$ cat src/rtl/osc_bank_pkg.sv
// Shared constants for the oscillator bank: control-bit layout, noise LFSR shape and output taps.
// Latency: n/a (declarations only). Backpressure: n/a.
// Noise constants are only consumed when OSC_BANK_NOISE_EN is defined.
package osc_bank_pkg;

   localparam int CTRL_SYNC  = 1;
   localparam int CTRL_RING  = 2;
   localparam int CTRL_TEST  = 3;
   localparam int CTRL_TRI   = 4;
   localparam int CTRL_SAW   = 5;
   localparam int CTRL_PULSE = 6;
   localparam int CTRL_NOISE = 7;

   // Field order mirrors the CTRL_* indices, MSB first.
   typedef struct packed {
      logic noise;
      logic pulse;
      logic sawtooth;
      logic triangle;
      logic test;
      logic ring;
      logic sync;
      logic rsvd;
   } ctrl_t;

   localparam int                LFSR_W     = 23;
   localparam logic [LFSR_W-1:0] LFSR_SEED  = 23'h7FFFFF;
   localparam int                LFSR_TAP_A = 22;
   localparam int                LFSR_TAP_B = 17;

   localparam int NOISE_TAPS [8] = '{20, 18, 14, 11, 9, 5, 2, 0};

   function automatic logic [7:0] noise_bits(input logic [LFSR_W-1:0] lfsr);
      logic [7:0] r;
      r = '0;
      for (int i = 0; i < 8; i++) r[7-i] = lfsr[NOISE_TAPS[i]];
      return r;
   endfunction

endpackage

$ cat src/rtl/osc_voice.sv
// One oscillator voice: phase accumulator, optional noise LFSR (OSC_BANK_NOISE_EN), waveform AND-combine.
// Latency: wave is registered every clk from current state (1 clk). Backpressure: none; state moves only on tick.
// msb_rise is combinational from registered state, so chaining voices for sync forms no loop.
module osc_voice
   import osc_bank_pkg::*;
#(
   parameter int ACC_W = 24,
   parameter int OUT_W = 12
) (
   input  logic             clk,
   input  logic             rst,
   input  logic             tick,
   input  logic [15:0]      freq,
   input  logic [11:0]      pulse_width,
   input  logic [7:0]       ctrl,
   input  logic             src_msb,
   input  logic             src_msb_rise,
   output logic             msb,
   output logic             msb_rise,
   output logic [OUT_W-1:0] wave
);

   ctrl_t c;
   assign c = ctrl_t'(ctrl);

   logic [ACC_W-1:0] acc;
   logic [ACC_W-1:0] acc_sum;
   logic [ACC_W-1:0] acc_nxt;

   assign acc_sum  = acc + {{(ACC_W-16){1'b0}}, freq};
   assign msb      = acc[ACC_W-1];
   // A source held in test never reports a rise.
   assign msb_rise = tick & ~c.test & ~acc[ACC_W-1] & acc_sum[ACC_W-1];

   always_comb begin
      acc_nxt = acc_sum;
      if (c.test || (c.sync && src_msb_rise)) acc_nxt = '0;
   end

   always_ff @(posedge clk) begin
      if (rst)       acc <= '0;
      else if (tick) acc <= acc_nxt;
   end

   logic [OUT_W-1:0] noise_w;
   logic             noise_on;
   logic             unused_ctrl;

`ifdef OSC_BANK_NOISE_EN
   logic [LFSR_W-1:0] lfsr;
   logic              lfsr_step;

   assign lfsr_step = ~acc[ACC_W-5] & acc_nxt[ACC_W-5];

   always_ff @(posedge clk) begin
      if (rst) begin
         lfsr <= LFSR_SEED;
      end else if (tick) begin
         if (c.test)         lfsr <= LFSR_SEED;
         else if (lfsr_step) lfsr <= {lfsr[LFSR_W-2:0], lfsr[LFSR_TAP_A] ^ lfsr[LFSR_TAP_B]};
      end
   end

   always_comb begin
      noise_w = '0;
      noise_w[OUT_W-1 -: 8] = noise_bits(lfsr);
   end
   assign noise_on    = c.noise;
   assign unused_ctrl = c.rsvd;
`else
   assign noise_w     = '0;
   assign noise_on    = 1'b0;
   assign unused_ctrl = c.rsvd ^ c.noise;
`endif

   logic             fold;
   logic [OUT_W-1:0] tri_w;
   logic [OUT_W-1:0] saw_w;
   logic [OUT_W-1:0] pulse_w;
   logic [OUT_W-1:0] wave_nxt;

   assign fold    = acc[ACC_W-1] ^ (c.ring & src_msb);
   assign tri_w   = {acc[ACC_W-2 -: OUT_W-1] ^ {(OUT_W-1){fold}}, 1'b0};
   assign saw_w   = acc[ACC_W-1 -: OUT_W];
   assign pulse_w = (c.test || (acc[ACC_W-1 -: 12] >= pulse_width)) ? '1 : '0;

   always_comb begin
      wave_nxt = '1;
      if (c.triangle) wave_nxt = wave_nxt & tri_w;
      if (c.sawtooth) wave_nxt = wave_nxt & saw_w;
      if (c.pulse)    wave_nxt = wave_nxt & pulse_w;
      if (noise_on)   wave_nxt = wave_nxt & noise_w;
      if (!(c.triangle || c.sawtooth || c.pulse || noise_on)) wave_nxt = '0;
   end

   always_ff @(posedge clk) begin
      if (rst) wave <= '0;
      else     wave <= wave_nxt;
   end

endmodule

$ cat src/rtl/osc_bank.sv
// Bank of NUM_VOICES oscillators with ring-ordered hard sync / ring mod; noise path gated by OSC_BANK_NOISE_EN.
// Latency: o_wave registered 1 clk after state. Backpressure: none; state advances only on clk_1mhz_ph1_en.
module osc_bank
   import osc_bank_pkg::*;
#(
   parameter int NUM_VOICES = 3,
   parameter int ACC_W      = 24,
   parameter int OUT_W      = 12
) (
   input  logic                        clk,
   input  logic                        rst,
   input  logic                        clk_1mhz_ph1_en,
   input  logic [NUM_VOICES*16-1:0]    i_frequency,
   input  logic [NUM_VOICES*12-1:0]    i_pulse_width,
   input  logic [NUM_VOICES*8-1:0]     i_ctrl,
   output logic [NUM_VOICES*OUT_W-1:0] o_wave,
   output logic [7:0]                  o_osc_last
);

   logic [NUM_VOICES-1:0] msb;
   logic [NUM_VOICES-1:0] msb_rise;
   logic [NUM_VOICES-1:0] src_msb;
   logic [NUM_VOICES-1:0] src_rise;

   for (genvar v = 0; v < NUM_VOICES; v++) begin : g_voice
      // Voice v is driven by voice v-1, wrapping voice 0 back to the last one.
      localparam int SRC = (v + NUM_VOICES - 1) % NUM_VOICES;

      assign src_msb[v]  = msb[SRC];
      assign src_rise[v] = msb_rise[SRC];

      osc_voice #(
         .ACC_W (ACC_W),
         .OUT_W (OUT_W)
      ) u_voice (
         .clk          (clk),
         .rst          (rst),
         .tick         (clk_1mhz_ph1_en),
         .freq         (i_frequency[v*16 +: 16]),
         .pulse_width  (i_pulse_width[v*12 +: 12]),
         .ctrl         (i_ctrl[v*8 +: 8]),
         .src_msb      (src_msb[v]),
         .src_msb_rise (src_rise[v]),
         .msb          (msb[v]),
         .msb_rise     (msb_rise[v]),
         .wave         (o_wave[v*OUT_W +: OUT_W])
      );
   end

   assign o_osc_last = o_wave[NUM_VOICES*OUT_W-1 -: 8];

endmodule

$ cat config.mk
export PLATFORM = sky130hd
export DESIGN_NAME = osc_bank
export DESIGN_NICKNAME = d
export VERILOG_FILES = /design/src/rtl/osc_bank_pkg.sv /design/src/rtl/osc_voice.sv /design/src/rtl/osc_bank.sv
export SDC_FILE = /design/constraint.sdc
export NUM_CORES = 1
export LEC_CHECK = 0
export ABC_AREA = 0
export CAP_MARGIN = 20
export CORE_UTILIZATION = 45
export DETAILED_ROUTE_END_ITERATION = 6
export HOLD_SLACK_MARGIN = 0.06
export PLACE_DENSITY = 0.72
export SLEW_MARGIN = 15
export SYNTH_ARGS = -nofsm -noshare
export SYNTH_HDL_FRONTEND = slang
export SYNTH_SLANG_ARGS = --single-unit
$ cat constraint.sdc
create_clock -name clk -period 3.4 [get_ports clk]
set_input_delay 1.02 -clock clk [delete_from_list [all_inputs] [get_ports clk]]
set_output_delay 1.02 -clock clk [all_outputs]
set_load 0.005 [all_outputs]
==> out/results.ini <==
[final_layout]
num_antenna_cells = 0
fin_area_sq_um = 10100
final_cell_mix = clkdlybuf4s50_1, dfxtp_1, buf_4
drive_gt1_frac = 0.113
area_growth_pct = 34.5
finish.utilization = 0.630
multiInputGateArea_sq_um = 4880
layout_commonest_cell = clkdlybuf4s50_1
ff_latch_area_sq_um = 2160
instances_no_fill = 1322
nFillCells = 1421
nets = 1300

[global_route]
grt_pass1_vias = 6853
grt_pass1_wl_mm = 31.7
grt_overflow = 0
grt_antenna_before_repair = 1
track_usage = 0.222
grt_max_degree = 39

[place]
gp_congestion = 0.868
dp.cells = 1303
hpwl_mm = 14.5
place_area_sq_um = 9800
numPortBuffers = 148

[sta]
setup_viol = 0
clock_skew_ps = 6.63
tightest_slew_ps = 544
hold_viol_final = 0
timing.final.crit_period_ps = 3310
timing.fmax_mhz = 302
drv_slew = 0
min_period_over_period = 0.975
slew_headroom = 0.632

[die]
core-area_sq_um = 16100
die_w_um = 131
initial_core_util = 0.468
ioPinCount = 155
rows = 46
dieArea_sq_um = 17300
dieHeight_um = 131

[synth]
synth.distinct_cells = 65
syn_area_sq_um = 7540
postSynthAreaPerCell_sq_um = 8.48
yosysSeqAreaShare = 0.287
synth_edf_count = 0
synthesis.nets = 1087
syn_inst = 889
ys.warnings.count = 0
async_flop_share = 0
synth_flop_cell = dfxtp_1
ys_seq_elements = 108

[clocking]
cts_tree = done
cts_max_path_buffers = 2
worst_skew_pair.late_latency_ps = 350
cts.sinks = 108
clk_pin_slew_worst_paths_ps = 70
root_buffer = clkbuf_16
htreeDepth = 3
postCtsHoldBufs = 0
numCtsBuffers = 9

[routing]
vias = 7111
route.detailed.drc = 0
dr.first_iter.drc_count = 308
wire_per_inst_um = 14.1
avgViaCountPerCell = 5.38
postRouteAntennaNets = 0
drt_pass1_iterations = 5
routed_wl_mm = 18.7

[worst_setup_path]
worstPathArrival_ps = 3590
cp-end-kind = flip-flop
worstPathRequired_ps = 3670
critPathKind = input port to flip-flop
cp_max_fo = 12
crit_path_start_kind = input port

[power_and_ir_drop]
p_leak_uw = 0.00427
powerDensity_nw_per_um2 = 334
max-vdd-ir-drop_v = 0.000232

[run_status]
status = finished clean

[worst_hold_path]
hold_path_class = flip-flop to flip-flop

[run]
maxCapViolCount = 0

==> registers in the layout, summed over array words and instances, names as in the netlist <==
| register | cells |
|---|---|
| g_voice.u_voice.acc | 72 |
| g_voice.u_voice.wave | 36 |
==> report_power, final <==
group | total, uW | leakage [uW] | switching [uW] | internal [uW]
Sequential | 1360 | 0.000881 | 36.7 | 1330
Combinational | 968 | 0.00325 | 450 | 518
Clock | 1060 | 0.000131 | 485 | 571
==> metal layers <==
| layer | track usage | part of all wire |
|---|---|---|
| met5 | 0 | 0.00086 |
| met4 | 0.0762 | 0.020 |
| met3 | 0.0289 | 0.039 |
| met2 | 0.375 | 0.46 |
| met1 | 0.288 | 0.48 |
==> per-stage QoR <==
stage / setup slack (ps) / TNS [ps] / hold WS (ps) / power (uW)
6_report: 85.9 / 0 / 465 / 3390
5_1_grt: -25.5 / -27.5 / 490 / 3590
4_1_cts: 41.0 / 0 / 472 / 3410
3_5_place_dp: -326 / -13310 / 462 / 2340
3_3_place_gp: -280 / -10910 / 455 / 2320
2_1_floorplan: 296 / 0 / 445 / 1930
==> synthesized netlist by cell type, drive strengths merged (20+ instances only) <==
library cell  number  area, sq um
a221oi            34          304
nor2              69          259
o21a              20          150
nor3              29          145
xnor2             63          552
dfxtp            108         2160
inv               84          315
clkbuf            22         82.6
o21ai             48          240
a21oi             57          293
ha                84         1050
nand2             45          169
==> final cells by class <==
class	instances	share of cell area
timing repair buffer	242	0.219
tap	216	0.0266
inverter	87	0.0322
clock buffer	10	0.0226
clock inverter	5	0.00604
sequential	108	0.213
multi-input combinational	654	0.481
==> logic make-up after synthesis <==
kind of cell	count (synthesis)	share of synthesized area
AOI/OAI and AO/OA	262	0.250
xor gates and xnor gates	73	0.0848
adders and majority gates	87	0.147
buffers and inverters	127	0.0700
DFF	108	0.287
muxes	13	0.0173
and+or+nand+nor	219	0.143
==> critical path, stage by stage <==
cell and delay (ps):
clkdlybuf4s50_1 410, ha_1 380, a2111oi_4 450, o31ai_4 160
a31oi_4 230, a221oi_2 90, a41o_1 290, a21o_1 200
buf_4 190, a31oi_1 160
==> path summary, 6_finish.rpt <==
path / slack [ps] / from / depth (start not counted) / to
setup / recovery: 90 / i_frequency[36] / 10 / g_voice[0].u_voice.acc[10]
hold / removal: 470 / g_voice[1].u_voice.acc[8] / 2 / g_voice[1].u_voice.acc[8]
setup reg to reg: 870 / g_voice[2].u_voice.acc[4] / 9 / g_voice[0].u_voice.acc[10]
hold reg to reg: 470 / g_voice[1].u_voice.acc[8] / 2 / g_voice[1].u_voice.acc[8]
==> repair_timing <==
action                                  in CTS  in global routing
gates resized for setup                      0                  7
setup buffers                                0                  4
endpoints found under the setup margin       0                 38
Power figures use the tool's default switching activity.
